<file path="config.mk">
export PLATFORM = sky130hd
export DESIGN_NAME = gray_converter
export DESIGN_NICKNAME = d
export VERILOG_FILES = /design/src/rtl/gray_converter.sv
export SDC_FILE = /design/constraint.sdc
export NUM_CORES = 1
export LEC_CHECK = 0
export ABC_AREA = 1
export BUFFER_PORTS_ARGS = -buffer_cell sky130_fd_sc_hd__buf_4
export CAP_MARGIN = 0
export CORE_MARGIN = 1.5
export CORE_UTILIZATION = 24
export DETAILED_ROUTE_END_ITERATION = 8
export PLACE_DENSITY_LB_ADDON = 0.05
export RECOVER_POWER = 50
export SKIP_CTS_REPAIR_TIMING = 1
export SLEW_MARGIN = 20
export SYNTH_ARGS = -nofsm -noshare
export SYNTH_HDL_FRONTEND = slang
export SYNTH_SLANG_ARGS = --single-unit
</file>
<file path="constraint.sdc">
create_clock -name clk -period 5.3 [get_ports clk]
set_input_delay 0.795 -clock clk [delete_from_list [all_inputs] [get_ports clk]]
set_output_delay 0.795 -clock clk [all_outputs]
set_load 0.02 [all_outputs]
</file>
<file path="src/rtl/gray_converter.sv">
// RGB byte-stream to 8-bit grayscale converter for an N x M frame.
// Collects R, G, B bytes, computes (77R + 150G + 29B) >> 8, hands the pixel downstream.
module gray_converter #(
  parameter int unsigned N = 2,
  parameter int unsigned M = 2
) (
  input  logic       clk,
  input  logic       rst_n,
  input  logic       gs_enable,
  input  logic       rgb_valid,
  input  logic [7:0] rgb_data,
  output logic       rgb_ready,
  output logic [7:0] gray_data,
  output logic       GS_valid,
  input  logic       gray_ready,
  output logic       GS_done
);

  localparam int unsigned PIX = N * M;
  localparam int unsigned CW  = (PIX > 1) ? $clog2(PIX) : 1;
  localparam logic [CW-1:0] LAST = CW'(PIX - 1);

  typedef enum logic [2:0] {
    IDLE,
    GET_R,
    GET_G,
    GET_B,
    CALC,
    OUT,
    DONE
  } state_t;

  state_t        state, state_next;
  logic [CW-1:0] cnt, cnt_next;
  logic [7:0]    r, r_next;
  logic [7:0]    g, g_next;
  logic [7:0]    b, b_next;
  logic [7:0]    gray_next;
  logic          rgb_ready_next;
  logic          gs_valid_next;
  logic          gs_done_next;
  logic [15:0]   sum_c;

  // Weighted luma sum; weights total 256 so the maximum is 65280 and fits 16 bits.
  assign sum_c = 16'd77 * {8'd0, r} + 16'd150 * {8'd0, g} + 16'd29 * {8'd0, b};

  // State and datapath registers; outputs are registered decodes of the next state.
  always_ff @(posedge clk or negedge rst_n) begin
    if (!rst_n) begin
      state     <= IDLE;
      cnt       <= '0;
      r         <= '0;
      g         <= '0;
      b         <= '0;
      gray_data <= '0;
      rgb_ready <= 1'b0;
      GS_valid  <= 1'b0;
      GS_done   <= 1'b0;
    end else begin
      state     <= state_next;
      cnt       <= cnt_next;
      r         <= r_next;
      g         <= g_next;
      b         <= b_next;
      gray_data <= gray_next;
      rgb_ready <= rgb_ready_next;
      GS_valid  <= gs_valid_next;
      GS_done   <= gs_done_next;
    end
  end

  // Next-state logic; losing gs_enable aborts the frame from any state.
  always_comb begin
    state_next = state;
    cnt_next   = cnt;
    r_next     = r;
    g_next     = g;
    b_next     = b;
    gray_next  = gray_data;

    if (!gs_enable) begin
      state_next = IDLE;
      cnt_next   = '0;
    end else begin
      unique case (state)
        IDLE: begin
          cnt_next   = '0;
          state_next = GET_R;
        end
        GET_R: if (rgb_valid) begin
          r_next     = rgb_data;
          state_next = GET_G;
        end
        GET_G: if (rgb_valid) begin
          g_next     = rgb_data;
          state_next = GET_B;
        end
        GET_B: if (rgb_valid) begin
          b_next     = rgb_data;
          state_next = CALC;
        end
        CALC: begin
          gray_next  = 8'(sum_c >> 8);
          state_next = OUT;
        end
        OUT: if (gray_ready) begin
          if (cnt == LAST) begin
            state_next = DONE;
          end else begin
            cnt_next   = cnt + CW'(1);
            state_next = GET_R;
          end
        end
        DONE: begin
          cnt_next   = '0;
          state_next = IDLE;
        end
        default: state_next = IDLE;
      endcase
    end

    rgb_ready_next = (state_next == GET_R) || (state_next == GET_G) || (state_next == GET_B);
    gs_valid_next  = (state_next == OUT);
    gs_done_next   = (state_next == DONE);
  end

endmodule
</file>
==> run summary, run 1 <==
status - finished with violations
failing checks - max-capacitance violations, max-slew violations, negative setup slack
number of global-route vias before repair - 3937
area delta synth->final - 23.8%
Final Hold Fails - 0
Tot GR Track Use - 12.4%
CTS tree - yes
post-synthesis sequential area ratio - 20.2%
Routed WL per cell - 13.8 um
setup ws final - -348 ps
ys async rst share - 100%
crit path kind - flip-flop to flip-flop
Worst path slowest cell - fa_1
H-tree depth - 2
CP max stage delay - 510 ps
Rel. slew slack - -58.6%
Data required, critical path - 5540 ps
Initial Util - 24.5%
min-delay worst type - flip-flop to flip-flop
remaining antenna violation count after routing - 0
cell taking the most area after synthesis - fa_1
Die Span Y - 147 um
worst path arrival time - 5880 ps
count of final setup violators - 8
Synth Area per Inst - 8.65 sq um
DR pass1 iterations - 4
vias per cell - 4.10
Routed WL - 12500 um
Final min period - 5650 ps
most frequent cells after synthesis - 126 x inv_1, 111 x nand2_1, 85 x ha_1
crit path launch type - flip-flop
vias - 3708
DR iter-0 viols - 95
Synth top area share - 22.2%
routability cong. - 0.790
global-route wire length before repair - 20800 um
Max Freq - 177 MHz
filler-free cell count of the finished design - 904
CTS buffer count - 5
Die Footprint - 0.0216 sq mm
placed cell count - 894
CTS Root Buffer Type - clkbuf_16
DPL Wire Length - 10800 um
Cells after Synth - 574
max_cap viols - 1
DRC Markers - 0
largest net degree at the start of global routing - 41
number of distinct library cells after synthesis - 33
# fillers - 2129
register bit count reported by yosys - 40
initial antenna violation count - 0
post-place setup slack - -449 ps
Synth Cell Area - 0.00497 sq mm
final period utilization - 107%
syn_nets - 727
core area - 0.0202 sq mm
IO buf count - 23
Bufs on Longest Clock Path - 2
Die X - 147 um
I/O pin count - 24
worst-path maximum fanout - 5
Syn. warnings - 0
Slew Viols, Final - 41
Least-Margin Pin Slew - 2380 ps
most common cell in the netlist - inv_1
RSZ-0062 raised after global routing - yes
ANT cells - 0
gr ovfl total - 0
share of layout cells above drive strength 1 - 23.2%
hold slack - 484 ps
clock-pin slew on the worst setup and hold paths - 60 ps
Worst Clk Skew - 7.20 ps
clk_lat worst skew - 300 ps
cell repeated most along the worst path - fa_1
EDFF count, synth - 0
# rows - 52
Net count, final - 786
Crit. End Element - flip-flop
Top FF cell, synth - dfrtp_1
clk sinks - 40
dominant cells by area after synthesis - fa_1 22%, ha_1 21%, dfrtp_1 20%, inv_1 9.5%, nand2_1 8.4%
-- logic make-up (layout without fill, tap and decap cells) --
family | Yosys count | after routing | share of synthesized area, %
buffers and inverters | 134 | 194 | 10.3
XOR/XNOR | 11 | 11 | 1.94
adder cells (fa/ha/maj) | 140 | 140 | 43.6
flip-flops | 40 | 40 | 20.2
AO/OA/AOI/OAI | 67 | 67 | 7.79
AND/OR/NAND/NOR | 182 | 182 | 16.2
-- cells in the final DEF, fill, tap and decap left out, types with 3 or more instances in the layout --
cell       instances
o21ai_1           20
nand2_2           17
buf_4             51
xnor2_1            3
o21bai_1           3
o21ai_0            4
xor2_1             5
nor2_1            16
nand2_1           95
ha_1              78
nand3_2            6
fa_1              54
dfrtp_1           40
clkbuf_16          5
nand4_1            6
inv_2             14
o21ai_2           10
a21oi_4            3
ha_4               7
nor2_2             6
nor2_4             3
a21oi_2            3
inv_1            115
a21oi_1           19
buf_6              3
nand3_1           21
-- area by class of cell --
cell class / count / area (sq um) / share of cell area (%)
multi-input combinational: 400 / 3740 / 60.9
sequential: 40 / 1000 / 16.3
inverter: 131 / 497 / 8.08
timing repair buffer: 55 / 420 / 6.84
tap: 270 / 338 / 5.49
clock buffer: 6 / 139 / 2.26
clock inverter: 2 / 10.0 / 0.163
-- worst max-delay path, delay by kind of cell, from the launching register on --
family	cells	cell delay (ps)
fa+ha+maj	10	4080
flops	1	390
xor+xnor	1	160
simple gates	8	650
buf+inv	6	280
-- layer usage --
layer / track usage, % / wire length (um) / vias up
li1: - / - / 1923
met1: 17.9 / 6720 / 1755
met2: 19.5 / 5460 / 21
met3: 1.96 / 199 / 9
met4: 2.93 / 123 / 0
met5: 0 / 0 / -
-- path summary, 6_finish.rpt --
check                        startpoint      endpoint  slack (ps)  cells past startpoint
max in group asynchronous         rst_n          g[1]        2720                      1
min reg2reg                gray_data[2]  gray_data[2]         480                      2
min in group asynchronous         rst_n  gray_data[0]        1210                      1
max reg2reg                        g[6]  gray_data[7]        -350                     25
max                                g[6]  gray_data[7]        -350                     25
min                        gray_data[2]  gray_data[2]         480                      2
-- per-stage QoR --
stage	instance area, sq um	utilization [%]	TNS [ps]
finish	6150	30.4	-1770
global route	6150	30.4	-3420
CTS	5930	29.3	-2870
detailed placement	5780	28.6	-2690
global placement	5780	28.6	-2550
floorplan	5070	-	-408
-- sequential cells by signal, summed over array words and instances, names as in the netlist --
signal,cells
rgb_ready,1
state,3
b,8
gray_data,8
GS_done,1
g,8
r,8
cnt,2
GS_valid,1
Power of run 1 is not shown: default switching activity piles up to over one toggle a cycle in this logic, so the estimate is an artifact.
==> inputs of run 2 (changes only) <==
Settings changed: REMOVE_ABC_BUFFERS set to 1.
==> run 2 against run 1 <==
The run still ends with max-capacitance violations, max-slew violations, negative setup slack left. Final area rose by 2.3%. Maximum frequency fell by 0.52%. Count of clock-buffer cells in the layout did not move. Clock skew fell by 1.9 ps. Via count rose by 1.1%. Register-to-register slack got worse by 30 ps. Wire length fell by 2.3%. Cell count rose by 1.3%. Utilization rose by 0.70 points. Die area did not move. Critical path type unchanged.
==> run summary, run 2 (synthesis results as in run 1) <==
Worst Clk Skew - 5.34 ps
ANT cells - 0
commonest non-fill, non-tap cell in the layout - inv_1
H-tree depth - 2
Slew Viols, Final - 41
Reg2Reg Depth - 27
Finished Core Util - 31.1%
final period utilization - 107%
Die Span Y - 147 um
max_cap viols - 1
area delta synth->final - 26.7%
Data required, critical path - 5490 ps
# rows - 52
setup ws final - -377 ps
Final Hold Fails - 0
Least-Margin Pin Slew - 2380 ps
CTS buffer count - 5
post-place setup slack - -685 ps
Die Footprint - 0.0216 sq mm
DRC Markers - 0
DPL Wire Length - 10500 um
I/O pin count - 24
largest net degree at the start of global routing - 41
Routed WL per cell - 13.3 um
min-delay worst type - flip-flop to flip-flop
Tot GR Track Use - 12.5%
status - finished with violations
CTS tree - yes
Reg area - 0.00100 sq mm
RSZ-0062 raised after global routing - yes
Bufs on Longest Clock Path - 2
vias - 3748
count of final setup violators - 8
Final min period - 5680 ps
gr ovfl total - 0
DR pass1 iterations - 4
global-route wire length before repair - 20700 um
Crit path max-delay family - adder cells
CTS Root Buffer Type - clkbuf_16
# fillers - 2145
clk sinks - 40
core area - 0.0202 sq mm
Worst path slowest cell - fa_1
crit path launch type - flip-flop
Initial Util - 24.5%
Hold Crit Depth - 2
CP max stage delay - 580 ps
Rel. slew slack - -58.3%
share of layout cells above drive strength 1 - 25.2%
setup TNS - -2370 ps
Routed WL - 12200 um
Crit path depth - 27
crit path kind - flip-flop to flip-flop
worst path arrival time - 5870 ps
initial antenna violation count - 0
Max Freq - 176 MHz
area of the multi-input gates - 0.00380 sq mm
routability cong. - 0.738
commonest cells after routing, fill and taps aside - 116 x inv_1, 96 x nand2_1, 78 x ha_1
worst-path maximum fanout - 4
clock-pin slew on the worst setup and hold paths - 70 ps
failing checks - max-capacitance violations, max-slew violations, negative setup slack
Net count, final - 798
number of global-route vias before repair - 4168
remaining antenna violation count after routing - 0
Die X - 147 um
DR iter-0 viols - 104
Bufs and invs on worst path - 5
IO buf count - 23
Crit. End Element - flip-flop
vias per cell - 4.09
clk_lat worst skew - 300 ps
==> run 2: area by class of cell <==
type / count / area share [%]
clock inverter: 2 / 0.159
tap: 270 / 5.37
sequential: 40 / 15.9
inverter: 131 / 7.86
timing repair buffer: 67 / 8.06
clock buffer: 6 / 2.21
multi-input combinational: 400 / 60.4
==> run 2: per-stage QoR <==
step / hold slack (ps) / std cells / instance area [sq um]
floorplan: 499 / 571 / 4940
global placement: 468 / 906 / 5770
detailed placement: 467 / 906 / 5770
CTS: 484 / 914 / 5920
global route: 514 / 916 / 6290
finish: 473 / 916 / 6290
==> run 2: routing by layer <==
layer	track usage, %	routed length (um)	vias to the layer above
met5	0	0	-
met2	22.0	5890	17
met4	3.18	146	0
met3	1.77	184	8
li1	-	-	1948
met1	16.1	6000	1775
==> run 2: worst register-to-register path, stage by stage (launching register included) <==
cell and delay [ps]:
dfrtp_1 390, ha_1 310, ha_1 300, inv_2 40, fa_1 480, inv_2 40
fa_1 580, ha_4 240, nand2_2 70, nand2_2 50, a31oi_1 160, xnor2_1 170
ha_1 280, fa_1 500, inv_2 40, fa_2 430, fa_1 500, inv_2 50
ha_4 300, nand2_4 70, inv_4 60, nand2_1 50, nor3_2 100, nand2_1 90
nand2_2 90, nand3_2 80, nand3_2 60, nand2_1 40
==> run 2: path summary, 6_finish.rpt <==
| kind | start | end | slack, ps |
|---|---|---|---|
| max | g[6] | gray_data[7] | -380 |
| min | gray_data[4] | gray_data[4] | 470 |
| max reg2reg | g[6] | gray_data[7] | -380 |
| min reg2reg | gray_data[4] | gray_data[4] | 470 |
| max in group asynchronous | rst_n | gray_data[1] | 2730 |
| min in group asynchronous | rst_n | g[2] | 1210 |
Power of run 2 is left out for the same reason.
